[config.mk]
export PLATFORM = sky130hd
export DESIGN_NAME = fetch_buffer_flat
export DESIGN_NICKNAME = d
export VERILOG_FILES = /design/src/rtl/fetch_buffer_if.sv /design/src/rtl/fetch_buffer.sv /design/src/flat_wrapper.sv
export SDC_FILE = /design/constraint.sdc
export NUM_CORES = 1
export LEC_CHECK = 0
export CORE_ASPECT_RATIO = 1.75
export CORE_MARGIN = 8
export CORE_UTILIZATION = 48
export CTS_BUF_LIST = sky130_fd_sc_hd__clkbuf_4
export CTS_CLUSTER_DIAMETER = 30
export DETAILED_ROUTE_END_ITERATION = 12
export HOLD_SLACK_MARGIN = 0.15
export PLACE_DENSITY = 0.71
export REMOVE_ABC_BUFFERS = 1
export SYNTH_ARGS = -nofsm -noshare
export SYNTH_HDL_FRONTEND = slang
export SYNTH_SLANG_ARGS = --single-unit
export TNS_END_PERCENT = 30
[constraint.sdc]
create_clock -name clk -period 5.75 [get_ports clk]
set_input_delay 0.8625 -clock clk [delete_from_list [all_inputs] [get_ports clk]]
set_output_delay 0.8625 -clock clk [all_outputs]
set_load 0.05 [all_outputs]
[src/rtl/fetch_buffer_if.sv]
// Fetch buffer bus bundle: imem read channel, decode-side output channel and the
// flush/redirect/stall controls.
//   slave  : the fetch buffer (drives imem_read/imem_address and out_*)
//   master : the environment (imem, execute-stage flush, decode stall)
interface fetch_buffer_if;
  logic        flush;
  logic [15:0] redirect_pc;
  logic        stall;
  logic        imem_read;
  logic [15:0] imem_address;
  logic        imem_resp;
  logic [15:0] imem_rdata;
  logic        out_valid;
  logic [15:0] out_instr;
  logic [15:0] out_pc;

  modport slave (
    input  flush, redirect_pc, stall, imem_resp, imem_rdata,
    output imem_read, imem_address, out_valid, out_instr, out_pc
  );

  modport master (
    output flush, redirect_pc, stall, imem_resp, imem_rdata,
    input  imem_read, imem_address, out_valid, out_instr, out_pc
  );
endinterface

[src/rtl/fetch_buffer.sv]
// LC-3b fetch stage. Issues one instruction read at a time to imem and queues
// {pc, instr} pairs in a DEPTH-entry FIFO feeding decode. A flush squashes the
// FIFO, redirects the fetch PC and marks any read in flight as stale.
// Ports:
//   clk  - clock, all state on rising edge
//   rst  - asynchronous active-high reset
//   bus  - fetch_buffer_if.slave: flush/redirect_pc/stall in, imem read channel,
//          out_valid/out_instr/out_pc head-of-queue to decode
// Configuration:
//   FETCH_BUF_BYPASS_EN - when defined, a response arriving with the FIFO empty is
//   shown on out_* in the same cycle and consumed directly if decode is not stalled.
module fetch_buffer #(
  parameter int unsigned DEPTH    = 4,
  parameter logic [15:0] RESET_PC = 16'h0000
) (
  input logic          clk,
  input logic          rst,
  fetch_buffer_if.slave bus
);

  localparam int unsigned PtrW = (DEPTH > 1) ? $clog2(DEPTH) : 1;
  localparam int unsigned CntW = PtrW + 1;

  typedef enum logic [1:0] {StIdle, StWait, StDrain} state_e;

  state_e          state_q, state_d;
  logic            imem_read_q, imem_read_d;
  logic [15:0]     fetch_pc_q, fetch_pc_d;
  logic [15:0]     req_pc_q, req_pc_d;
  logic [PtrW-1:0] wr_ptr_q, wr_ptr_d;
  logic [PtrW-1:0] rd_ptr_q, rd_ptr_d;
  logic [CntW-1:0] count_q, count_d;
  logic [15:0]     mem_pc_q    [DEPTH];
  logic [15:0]     mem_instr_q [DEPTH];

  logic fifo_empty, fifo_full;
  logic resp_ok, bypass_show, bypass_take, push, pop;

  assign fifo_empty = (count_q == '0);
  assign fifo_full  = (count_q == CntW'(DEPTH));

  // A response is only useful in WAIT without a same-cycle flush.
  assign resp_ok = (state_q == StWait) && bus.imem_resp && !bus.flush;

`ifdef FETCH_BUF_BYPASS_EN
  assign bypass_show = resp_ok && fifo_empty;
  assign bypass_take = bypass_show && !bus.stall;
`else
  assign bypass_show = 1'b0;
  assign bypass_take = 1'b0;
`endif

  assign push = resp_ok && !bypass_take;
  // A pop in a flush cycle is void: the whole queue is squashed anyway.
  assign pop  = !fifo_empty && !bus.stall && !bus.flush;

  always_comb begin
    state_d    = state_q;
    fetch_pc_d = fetch_pc_q;
    req_pc_d   = req_pc_q;
    wr_ptr_d   = wr_ptr_q;
    rd_ptr_d   = rd_ptr_q;
    count_d    = count_q;

    unique case (state_q)
      StIdle: begin
        // Issue gate uses the current count; a same-cycle pop is not credited.
        if (!bus.flush && !fifo_full) begin
          req_pc_d = fetch_pc_q;
          state_d  = StWait;
        end
      end
      StWait: begin
        if (bus.imem_resp) begin
          state_d    = StIdle;
          fetch_pc_d = fetch_pc_q + 16'd2;
        end else if (bus.flush) begin
          state_d = StDrain;
        end
      end
      StDrain: begin
        // The read still in flight belongs to the squashed path.
        if (bus.imem_resp) begin
          state_d = StIdle;
        end
      end
      default: state_d = StIdle;
    endcase

    if (bus.flush) begin
      fetch_pc_d = bus.redirect_pc;
      wr_ptr_d   = '0;
      rd_ptr_d   = '0;
      count_d    = '0;
    end else begin
      if (push) begin
        wr_ptr_d = wr_ptr_q + PtrW'(1);
      end
      if (pop) begin
        rd_ptr_d = rd_ptr_q + PtrW'(1);
      end
      count_d = count_q + CntW'(push) - CntW'(pop);
    end

    imem_read_d = (state_d == StWait) || (state_d == StDrain);
  end

  always_ff @(posedge clk or posedge rst) begin
    if (rst) begin
      state_q     <= StIdle;
      imem_read_q <= 1'b0;
      fetch_pc_q  <= RESET_PC;
      req_pc_q    <= RESET_PC;
      wr_ptr_q    <= '0;
      rd_ptr_q    <= '0;
      count_q     <= '0;
    end else begin
      state_q     <= state_d;
      imem_read_q <= imem_read_d;
      fetch_pc_q  <= fetch_pc_d;
      req_pc_q    <= req_pc_d;
      wr_ptr_q    <= wr_ptr_d;
      rd_ptr_q    <= rd_ptr_d;
      count_q     <= count_d;
    end
  end

  // Storage needs no reset: out_* is forced to zero while the queue is empty.
  always_ff @(posedge clk) begin
    if (push) begin
      mem_pc_q[wr_ptr_q]    <= req_pc_q;
      mem_instr_q[wr_ptr_q] <= bus.imem_rdata;
    end
  end

  always_comb begin
    bus.out_valid = 1'b0;
    bus.out_pc    = 16'h0000;
    bus.out_instr = 16'h0000;
    if (!fifo_empty) begin
      bus.out_valid = 1'b1;
      bus.out_pc    = mem_pc_q[rd_ptr_q];
      bus.out_instr = mem_instr_q[rd_ptr_q];
    end else if (bypass_show) begin
      bus.out_valid = 1'b1;
      bus.out_pc    = req_pc_q;
      bus.out_instr = bus.imem_rdata;
    end
  end

  assign bus.imem_read    = imem_read_q;
  assign bus.imem_address = req_pc_q;

endmodule

[src/flat_wrapper.sv]
// flat-port wrapper written by rule: the top's interface ports become plain ports
module fetch_buffer_flat 
#(
  parameter int unsigned DEPTH    = 4,
  parameter logic [15:0] RESET_PC = 16'h0000
)
  (clk, rst, bus_flush, bus_redirect_pc, bus_stall, bus_imem_resp, bus_imem_rdata, bus_imem_read, bus_imem_address, bus_out_valid, bus_out_instr, bus_out_pc);
  fetch_buffer_if bus_i ();
  input logic clk;
  input logic rst;
  input wire logic [$bits(bus_i.flush)-1:0] bus_flush;
  input wire logic [$bits(bus_i.redirect_pc)-1:0] bus_redirect_pc;
  input wire logic [$bits(bus_i.stall)-1:0] bus_stall;
  input wire logic [$bits(bus_i.imem_resp)-1:0] bus_imem_resp;
  input wire logic [$bits(bus_i.imem_rdata)-1:0] bus_imem_rdata;
  output wire logic [$bits(bus_i.imem_read)-1:0] bus_imem_read;
  output wire logic [$bits(bus_i.imem_address)-1:0] bus_imem_address;
  output wire logic [$bits(bus_i.out_valid)-1:0] bus_out_valid;
  output wire logic [$bits(bus_i.out_instr)-1:0] bus_out_instr;
  output wire logic [$bits(bus_i.out_pc)-1:0] bus_out_pc;
  assign bus_i.flush = bus_flush;
  assign bus_i.redirect_pc = bus_redirect_pc;
  assign bus_i.stall = bus_stall;
  assign bus_i.imem_resp = bus_imem_resp;
  assign bus_i.imem_rdata = bus_imem_rdata;
  assign bus_imem_read = bus_i.imem_read;
  assign bus_imem_address = bus_i.imem_address;
  assign bus_out_valid = bus_i.out_valid;
  assign bus_out_instr = bus_i.out_instr;
  assign bus_out_pc = bus_i.out_pc;
  fetch_buffer #(.DEPTH(DEPTH), .RESET_PC(RESET_PC)) u_core (.clk(clk), .rst(rst), .bus(bus_i));
endmodule
# Yosys cells after proc, flatten, opt, wreduce, memory -nomap -nowiden
# Memory sizes are Yosys's and may differ from the RTL's.
# Index checks and enable logic that the tools add are counted.
[word_totals]
inputBits = 37
ff_bits = 42
mem_bits_rw = 128
wordCells = 55
output_inout_bits = 50
mem_count = 2
[memory_table]
columns = ["name", "depth", "word_bits", "read_ports", "rd_clocked_by_memory_dff", "write_ports", "line_no", "source"]
rows = [
  ["u_core.mem_instr_q", 4, 16, 1, 0, 1, "fetch_buffer.sv:34", "logic [15:0] mem_instr_q [DEPTH];"],
  ["u_core.mem_pc_q", 4, 16, 1, 0, 1, "fetch_buffer.sv:33", "logic [15:0] mem_pc_q [DEPTH];"],
]
[classes]
n_addsub = 5
n_mux = 18
n_eq_ne = 5
n_reduce_logical = 18
[op_table]
columns = ["op", "n"]
rows = [
  ["16-bit 2-to-1 mux", 5],
  ["16-bit by 2-bit adder with 16-bit output, second input constant", 1],
  ["2-bit 2-to-1 mux", 8],
  ["2-bit nonzero test", 4],
  ["2-bit one-hot mux with 3 select lines", 1],
  ["1-bit logical AND", 5],
  ["2-bit by 1-bit adder with 2-bit output, second input constant", 2],
  ["2-bit by 1-bit equality test with 1-bit output, second input constant", 2],
  ["2-bit equality test, second input constant", 2],
  ["1-bit zero test", 4],
  ["2-bit AND reduction", 2],
  ["3-bit by 1-bit adder with 3-bit output", 1],
  ["3-bit equality test, second input constant", 1],
  ["3-bit zero test", 1],
  ["1-bit 2-to-1 mux", 3],
  ["3-bit 2-to-1 mux", 1],
  ["3-bit by 1-bit subtractor with 3-bit output", 1],
  ["2-bit zero test", 1],
  ["1-bit logical OR", 1],
]

# Longest topological paths before layout
# Gate-level depths: netlist of the first run.
[logic_depth]
depth_word = 7
ltp_mapped = 11
ltp_nobuf = 9

# Worst setup path after synthesis of the first run
# Ideal clock, no wire load.
[synth_timing]
path_kind = "input-to-reg"
start = "in bus_flush"
end = "reg u_core.count_q[2]"
setup_ps = 132
arrival_ps = 2898
required_time_ps = 5618
slack_ps = 2721
stages = 11
n_path_buf = 3
cell_sequence = "clkbuf_1 -> clkbuf_1 -> buf_1 -> nor3_1 -> ha_1 -> inv_1 -> ha_1 -> inv_1 -> fa_1 -> xnor2_1 -> nor2_1"
[synth_between]
elab_chain_cells = 5
word_cells_on_any_way = 6
classes_between = "2 x add/sub; 1 x mux; 3 x reduce/logical"
[synth_rtl]
columns = ["item", "line_no", "source"]
rows = [
  ["start, declared", "flat_wrapper.sv:11", "input wire logic [$bits(bus_i.flush)-1:0] bus_flush;"],
  ["1-bit zero test", "fetch_buffer.sv:43, fetch_buffer.sv:55", ""],
  ["1-bit logical AND", "fetch_buffer.sv:43", "assign resp_ok = (state_q == StWait) && bus.imem_resp && !bus.flush;"],
  ["3-bit by 1-bit adder with 3-bit output", "fetch_buffer.sv:102", "count_d = count_q + CntW'(push) - CntW'(pop);"],
  ["3-bit by 1-bit subtractor with 3-bit output", "fetch_buffer.sv:102", ""],
  ["3-bit 2-to-1 mux *", "fetch_buffer.sv:90", "if (bus.flush) begin"],
  ["named net u_core.count_d[2]", "fetch_buffer.sv:32", "logic [CntW-1:0] count_q, count_d;"],
  ["end signal, assigned", "fetch_buffer.sv:124", "count_q <= count_d;"],
  ["end, declared", "fetch_buffer.sv:32", ""],
]
# The timed path passes the listed nets; every way through them passes the cells marked *.
# A chain may end at the register's enable or synchronous reset.

# Worst setup path after layout of the first run
[layout_timing]
start = "reg u_core.rd_ptr_q[0]"
end = "out bus_out_pc[6]"
[layout_between]
elab_chain_cells = 2
[layout_rtl]
columns = ["item", "line_no", "source"]
rows = [
  ["start, declared", "fetch_buffer.sv:31", "logic [PtrW-1:0] rd_ptr_q, rd_ptr_d;"],
  ["start signal, assigned", "fetch_buffer.sv:123", "rd_ptr_q <= rd_ptr_d;"],
  ["memory read 4 x 16 bit", "-", ""],
  ["16-bit 2-to-1 mux", "fetch_buffer.sv:140", "if (!fifo_empty) begin"],
  ["end, declared", "flat_wrapper.sv:20", "output wire logic [$bits(bus_i.out_pc)-1:0] bus_out_pc;"],
]
# No other way between the ends.

==> run metrics, run 1 <==
status=complete, no violations; critical path's slowest cell=clkdlybuf4s50_1; main area contributors after synthesis=edfxtp_1, dfrtp_1, mux4_2; share of layout cells above drive strength 1=0.194; vias per inst=5.21; pin count of the biggest net entering global routing=43; cell internal pwr=2.45 mW; Slew headroom=0.390; # Max-Cap Violations=0; Tmin final=3910 ps; Pwr Total=4.08 mW; Synth top area share=0.559; Final Wtd Congestion=0.771; Critical Path Start Type=flip-flop; number of global-route vias before repair=3925; max incr delay on CP=710 ps; final instance area=0.00826 mm2; nets=527; CP Data Required Time=4890 ps; I/O pin cnt=87; cell accounting for the most synthesized area=edfxtp_1; most common cell after layout, fill and taps aside=edfxtp_1; grt met2 use=0.267; Netlist cell types=37; Die Ht=174 um; DIE WIDTH=106 um; initial DRC count=145; post-DP HPWL=8.31 mm; worst min-delay path class=flip-flop to flip-flop; Clock Skews=20.9 ps; Reg clk slew, reported paths=130 ps; # fillers=1132; clock tree from TritonCTS=built; flops & latches, synth=170; first-pass GRT wire length=20.7 mm; cell count after synthesis=390; Switching Share=0.399; final WL=12.8 mm; Slew @ Worst Pin=915 ps; Worst setup EP type=output port; Post-synth EDFFs=128; DRC=0; Post-CTS Hold Buffers=0; reg2reg end=u_core.count_q[2]; gr busiest metal=met2; Sink Count=170; P_sw=1.63 mW; final setup fails=0; Placed Area=0.00794 mm2; P&R area growth vs syn=20.0%; num rows=58; CP startpoint=u_core.rd_ptr_q[0]; most frequent cells in the layout=edfxtp_1, clkdlybuf4s50_1, dfrtp_1; r2r setup slk=3220 ps; CP Max Fanout=25; CTS Root Cell=clkbuf_4; syn avg cell area=17.6 um2; Top FF cell, synth=edfxtp_1; worst r2r path cells=10; H-tree levels=4; met1 Use GR=0.157; drt pass-1 iters=4; crit path to=bus_out_pc[6]; unrepaired setup endpoints after global routing=no; WP data arrival=3050 ps; worst r2r src=u_core.count_q[2]; yosys warns=0; routed len/inst=18.9 um; Post-CTS Setup Bufs=0; CP Class=flip-flop to output port; initial antenna violation count=1; total number of vias=3520; Peak supply drop=0.216 mV; Buffers on Ports=86; Fin. Hold Viols=0; worst-case clock buffer depth=2; GRT met3 Usage=0.0315; Seq pwr share=0.409; Fin Setup TNS=0 ps; register area share after synthesis=0.712; clock network fraction of total power=0.178; Logic pwr share=0.413; Global Route Usage Sum=0.146; crit share post-route=0.680; PostCTS Resize Cnt=0; CTS buffer count=17; Power Density=494 mW/mm2; remaining antenna violation count=0; Clk Latency, worst-skew pair=530 ps; FMAX=256 MHz; Cell Area, Synth=0.00688 mm2; Core Footprint=0.0142 mm2; Slew Viols, Final=0; P_leak=2.80 nW; ys async rst share=0.247; DIE AREA=0.0186 mm2; crit-path cells=buf_4 -> mux4_2 -> nor2b_1 -> clkdlybuf4s50_1; total congestion overflow=0; worst hold start=u_core.fetch_pc_q[0]; Starting Density=0.484
[critical path, delay by kind of cell (launching register included)]
family	cells	cell delay, ps
AND/OR/NAND/NOR	1	150
flip-flops	1	570
buffers and inverters	2	1210
multiplexers	1	580
[cell usage after synthesis, types with 6 or more instances]
| cell | n |
|---|---|
| inv_1 | 11 |
| edfxtp_1 | 128 |
| and2_1 | 6 |
| mux4_2 | 32 |
| ha_1 | 7 |
| dfrtp_1 | 42 |
| xnor2_1 | 10 |
| nor3_1 | 7 |
| nor2b_1 | 34 |
| nand2_1 | 14 |
| o21ai_0 | 11 |
| clkbuf_1 | 12 |
| nor2_1 | 13 |
| mux2_2 | 18 |
[worst min path at each step]
stage / slack (ps) / to / cells after the start
floorplan: 470 / u_core.fetch_pc_q[0] / 1
global placement: 480 / u_core.bus.imem_address[0] / 1
detailed placement: 500 / u_core.bus.imem_address[0] / 1
CTS: 530 / u_core.bus.imem_address[0] / 1
global route: 550 / u_core.bus.imem_address[0] / 1
finish: 520 / u_core.bus.imem_address[0] / 1
[final cells by class]
| class | count | area [um2] | area share |
|---|---|---|---|
| timing repair buffer | 91 | 898 | 0.109 |
| clock inverter | 15 | 184 | 0.0223 |
| tap | 180 | 225 | 0.0273 |
| antenna | 1 | 2.50 | 0.000303 |
| sequential | 170 | 4900 | 0.593 |
| clock buffer | 17 | 128 | 0.0155 |
| inverter | 11 | 41.3 | 0.00500 |
| multi-input combinational | 191 | 1880 | 0.228 |
[kinds of logic after synthesis]
group / share of synthesized area
compound gates: 0.0207
xor+xnor: 0.0166
flops: 0.712
buf+inv: 0.0167
simple gates: 0.0802
mux: 0.139
fa+ha+maj: 0.0156
[power by group through the flow]
| stage | Sequential, mW | Clock [mW] | Combinational [mW] |
|---|---|---|---|
| final | 1.67 | 0.725 | 1.68 |
| after global routing | 1.69 | 0.792 | 1.78 |
| after CTS | 1.67 | 0.743 | 1.72 |
| after detailed placement | 1.70 | 0 | 1.71 |
| after global placement | 1.69 | 0 | 1.70 |
| after floorplan | 1.88 | 0 | 0.924 |
[per-layer routing]
metal | vias to the layer above | part of all wire
li1 | 1665 | -
met1 | 1769 | 0.39
met2 | 74 | 0.56
met3 | 12 | 0.036
met4 | 0 | 0.018
met5 | - | 0
[registers in the layout, summed over array words and instances, names as in the netlist]
name                     cells
u_core.rd_ptr_q              2
u_core.fetch_pc_q           16
u_core.count_q               3
u_core.bus.imem_read         1
u_core.state_q               2
u_core.mem_instr_q          64
u_core.wr_ptr_q              2
u_core.mem_pc_q             64
u_core.bus.imem_address     16
[per-stage QoR]
stage | utilization | instances | hold slack, ps | setup WS (ps)
2_1_floorplan | - | 372 | 475 | 1800
3_3_place_gp | 0.558 | 643 | 485 | 2330
3_5_place_dp | 0.558 | 643 | 497 | 2320
4_1_cts | 0.580 | 675 | 527 | 1710
5_1_grt | 0.580 | 676 | 549 | 1580
6_report | 0.580 | 676 | 523 | 1840
No activity file was read; power rests on OpenSTA's default activity.
==> run 2, diff against run 1 <==
==> constraint.sdc (replaced) <==
create_clock -name clk -period 4 [get_ports clk]
set_input_delay 0.6 -clock clk [delete_from_list [all_inputs] [get_ports clk]]
set_output_delay 0.6 -clock clk [all_outputs]
set_load 0.05 [all_outputs]
==> run metrics, run 2 (same netlist as run 1, synthesis figures left out) <==
Fin Setup TNS=0 ps (unchanged); vias per inst=5.27 (was 5.21); Fin. Hold Viols=0 (unchanged); Buffers on Ports=86 (unchanged); CP Data Required Time=3400 ps (was 4890 ps); Final Wtd Congestion=0.761 (was 0.771); max incr delay on CP=770 ps (was 710 ps); Power Density=705 mW/mm2 (was 494 mW/mm2); DIE AREA=0.0186 mm2 (unchanged); crit-path cells=buf_12 -> mux4_2 -> nor2b_1 -> clkdlybuf4s50_1 (was buf_4 -> mux4_2 -> nor2b_1 -> clkdlybuf4s50_1); post-DP HPWL=8.66 mm (was 8.31 mm); total congestion overflow=0 (unchanged); Die Ht=174 um (unchanged); placed cells=648 (was 643); uppermost layer routed=met4 (unchanged); CP Max Fanout=18 (was 25); CP bufs+invs=2 (unchanged); Sink Count=170 (unchanged); critical path's slowest cell=dfrtp_2 (was clkdlybuf4s50_1); initial DRC count=128 (was 145); CTS Root Cell=clkbuf_4 (unchanged); Starting Density=0.484 (unchanged); Post-Route M1 WL=5.07 mm (was 4.98 mm); unrepaired setup endpoints after global routing=no (unchanged); Clk Latency, worst-skew pair=540 ps (was 530 ps); Pwr Total=5.85 mW (was 4.08 mW); remaining antenna violation count=0 (unchanged); met3 routed WL=505 um (was 456 um); DRC=0 (unchanged); # Max-Cap Violations=0 (unchanged); Global Route Usage Sum=0.149 (was 0.146); pin count of the biggest net entering global routing=38 (was 43); met2 WL post-DR=7.16 mm (was 7.13 mm); I/O pin cnt=87 (unchanged); Slew @ Worst Pin=885 ps (was 915 ps); Seq. cell area=0.00490 mm2 (unchanged); Core Footprint=0.0142 mm2 (unchanged); final setup fails=0 (unchanged); Critical Path Start Type=flip-flop (unchanged); Post-CTS Setup Bufs=0 (unchanged); H-tree levels=4 (unchanged); worst-case clock buffer depth=2 (unchanged); Clock Skews=19.3 ps (was 20.9 ps); total number of vias=3587 (was 3520); Worst setup EP type=output port (unchanged); most common cell after layout, fill and taps aside=edfxtp_1 (unchanged); Tmin final=3580 ps; DIE WIDTH=106 um (unchanged); CP Class=flip-flop to output port (unchanged); cell family with most CP delay=buffers and inverters (unchanged); final WL=12.9 mm (was 12.8 mm); crit share post-route=0.895; number of global-route vias before repair=3884 (was 3925); Slew headroom=0.410 (was 0.390); clock tree from TritonCTS=built (unchanged); Peak supply drop=0.401 mV (was 0.216 mV); Post-Layout Cell Count=681 (was 676); FMAX=279 MHz; area of the multi-input gates=0.00188 mm2 (unchanged); num rows=58 (unchanged); initial antenna violation count=1 (unchanged); share of layout cells above drive strength 1=0.206 (was 0.194); P_leak=2.82 nW (was 2.80 nW); CTS buffer count=17 (unchanged); worst min-delay path class=input pin to asynchronous set/reset pin (was flip-flop to flip-flop); drt pass-1 iters=4 (unchanged); PostCTS Resize Cnt=0 (unchanged); Slew Viols, Final=0 (unchanged); status=complete, no violations (unchanged); final core occ=0.583 (was 0.580); WP data arrival=2980 ps (was 3050 ps); Reg clk slew, reported paths=150 ps (was 130 ps); worst r2r path cells=10 (unchanged); routed len/inst=19.0 um (was 18.9 um); nets=532 (was 527); first-pass GRT wire length=20.9 mm (was 20.7 mm); most frequent cells in the layout=edfxtp_1, clkdlybuf4s50_1, dfrtp_1 (unchanged); Critical Path Stages=4 (unchanged); # fillers=1140 (was 1132); Post-CTS Hold Buffers=0 (unchanged); P&R area growth vs syn=20.6% (was 20.0%); Regs by FF count=u_core.mem_instr_q: 64 flops, u_core.mem_pc_q: 64 flops (unchanged)
[run 2: worst paths after layout]
path | start | to | slack, ps
max in group asynchronous | rst | u_core.rd_ptr_q[1] | 2970
worst min register to register | u_core.fetch_pc_q[0] | u_core.bus.imem_address[0] | 500
min in group clk | u_core.fetch_pc_q[0] | u_core.bus.imem_address[0] | 500
worst max register to register | u_core.count_q[2] | u_core.count_q[2] | 1560
worst max-delay path | u_core.rd_ptr_q[0] | bus_out_pc[4] | 420
worst min-delay path | rst | u_core.wr_ptr_q[0] | 300
[run 2: metrics by stage]
step,instance area [um2],hold WS [ps],setup slack (ps)
3_5_place_dp,7990,502,923
2_1_floorplan,6810,475,317
3_3_place_gp,7990,483,925
6_report,8300,300,421
5_1_grt,8300,278,196
4_1_cts,8290,267,304
[run 2: final cells by class]
type	instances	share of cell area
Clock inverter	13	0.0193
Inverter	11	0.00498
Multi-Input combinational cell	191	0.227
Tap cell	180	0.0271
Antenna cell	1	0.000302
Sequential cell	170	0.590
Clock buffer	19	0.0172
Timing Repair Buffer	96	0.114
[run 2: power by group]
part	switching (mW)	internal [mW]	leakage [nW]	total [mW]
clock network	0.608	0.405	0.163	1.01
logic	1.51	0.909	0.988	2.41
registers	0.248	2.17	1.67	2.42
[run 2: metal layers]
layer / GRT usage / up-vias
met2: 0.272 / 79
li1: - / 1688
met5: 0 / -
met4: 0.0537 / 0
met3: 0.0408 / 15
met1: 0.158 / 1805
==> run 3, diff against run 2 <==
--- a/config.mk
+++ b/config.mk
@@ -12,7 +12,7 @@
 export CTS_CLUSTER_DIAMETER = 30
 export DETAILED_ROUTE_END_ITERATION = 12
 export HOLD_SLACK_MARGIN = 0.15
-export PLACE_DENSITY = 0.71
+export PLACE_DENSITY = 0.78
 export REMOVE_ABC_BUFFERS = 1
 export SYNTH_ARGS = -nofsm -noshare
 export SYNTH_HDL_FRONTEND = slang
==> run metrics, run 3 (same netlist as run 1, synthesis figures left out) <==
DRC=0 (unchanged); drt pass-1 iters=4 (unchanged); post-DP HPWL=8.65 mm (was 8.66 mm); worst-case clock buffer depth=2 (unchanged); hold_ws=474 ps (was 300 ps); Sink Count=170 (unchanged); Worst setup EP type=output port (unchanged); Slew Viols, Final=0 (unchanged); # Max-Cap Violations=0 (unchanged); num rows=58 (unchanged); initial DRC count=91 (was 128); remaining antenna violation count=0 (unchanged); Clock Skews=18.2 ps (was 19.3 ps); Slew headroom=0.406 (was 0.410); first-pass GRT wire length=20.6 mm (was 20.9 mm); Slew @ Worst Pin=891 ps (was 885 ps); crit path to=bus_out_instr[2] (was bus_out_pc[4]); worst r2r src=u_core.count_q[2] (unchanged); Final Wtd Congestion=0.791 (was 0.761); initial antenna violation count=1 (unchanged); H-tree levels=4 (unchanged); CTS Root Cell=clkbuf_4 (unchanged); clock tree from TritonCTS=built (unchanged); status=complete, no violations (unchanged); CP Class=flip-flop to output port (unchanged); Core Footprint=0.0142 mm2 (unchanged); Global Route Usage Sum=0.146 (was 0.149); Post-CTS Setup Bufs=0 (unchanged); r2r setup slk=1620 ps (was 1560 ps); Clk Latency, worst-skew pair=540 ps (about the same); CP Max Fanout=29 (was 18); P&R area growth vs syn=20.2% (was 20.6%); Critical Path Start Type=flip-flop (unchanged); total congestion overflow=0 (unchanged); DIE AREA=0.0186 mm2 (unchanged); Fin Setup TNS=0 ps (unchanged); crit share post-route=0.887 (was 0.895); routed len/inst=19.0 um (about the same); WP data arrival=2950 ps (was 2980 ps); reg2reg end=u_core.count_q[2] (unchanged); Post-Layout Cell Count=677 (was 681); CP startpoint=u_core.rd_ptr_q[0] (unchanged); final setup fails=0 (unchanged); P_leak=2.80 nW (was 2.82 nW); Regs by FF count=u_core.mem_instr_q: 64 flops, u_core.mem_pc_q: 64 flops (unchanged); vias per inst=5.34 (was 5.27); placed cells=644 (was 648); share of layout cells above drive strength 1=0.198 (was 0.206); Buffers on Ports=86 (unchanged); FMAX=282 MHz (was 279 MHz); Fin. Hold Viols=0 (unchanged); Power Density=710 mW/mm2 (was 705 mW/mm2); Reg clk slew, reported paths=140 ps (was 150 ps); pin count of the biggest net entering global routing=43 (was 38); total number of vias=3615 (was 3587); DIE WIDTH=106 um (unchanged); CP Data Required Time=3400 ps (about the same); Peak supply drop=0.322 mV (was 0.401 mV); nets=528 (was 532); # fillers=1125 (was 1140); Tmin final=3550 ps (was 3580 ps); worst min-delay path class=input pin to asynchronous set/reset pin (unchanged); final WL=12.9 mm (about the same); unrepaired setup endpoints after global routing=no (unchanged); CTS buffer count=17 (unchanged); number of global-route vias before repair=3993 (was 3884); I/O pin cnt=87 (unchanged); Die Ht=174 um (unchanged); Starting Density=0.484 (unchanged); worst r2r path cells=10 (unchanged); Post-CTS Hold Buffers=0 (unchanged); most common cell after layout, fill and taps aside=edfxtp_1 (unchanged); most frequent cells in the layout=edfxtp_1, clkdlybuf4s50_1, dfrtp_1 (unchanged); PostCTS Resize Cnt=0 (unchanged)
-- run 3: worst max-delay path, cell delays in order, from the launching register on --
cell	delay (ps)
dfrtp_4	800
buf_4	250
mux4_2	510
nor2b_1	140
clkdlybuf4s50_1	710
-- run 3: area by class of cell --
cell class / count / area [um2] / area share
timing repair buffer: 92 / 906 / 0.110
tap: 180 / 225 / 0.0272
sequential: 170 / 4900 / 0.593
clock buffer: 17 / 128 / 0.0154
inverter: 11 / 41.3 / 0.00500
antenna: 1 / 2.50 / 0.000303
clock inverter: 15 / 184 / 0.0223
multi-input combinational: 191 / 1880 / 0.227
-- run 3: stage by stage --
stage / worst slack [ps] / util / cell area, um2 / power (mW)
final: 453 / 0.581 / 8270 / 5.87
after global routing: 239 / 0.581 / 8270 / 6.14
after CTS: 83.5 / 0.581 / 8260 / 5.95
after detailed placement: 710 / 0.559 / 7950 / 4.91
after global placement: 741 / 0.559 / 7950 / 4.87
after floorplan: 317 / - / 6810 / 4.03
-- run 3: worst min path at each step --
stage,endpoint,slack [ps],cells after the start
2_1_floorplan,u_core.fetch_pc_q[0],470,1
6_report,u_core.bus.imem_read,470,3
5_1_grt,u_core.state_q[1],450,3
4_1_cts,u_core.count_q[2],450,3
3_3_place_gp,u_core.fetch_pc_q[0],490,1
3_5_place_dp,u_core.bus.imem_address[0],500,1
-- run 3: layer usage --
metal,global-route usage,part of all wire
met3,0.0363,0.042
met4,0.0761,0.031
met1,0.152,0.38
met5,0,0
met2,0.260,0.55
-- run 3: report_power, final --
part / total [mW] / switching, mW / internal, mW
clock: 1.04 / 0.594 / 0.447
sequential: 2.44 / 0.265 / 2.17
combinational: 2.39 / 1.48 / 0.905
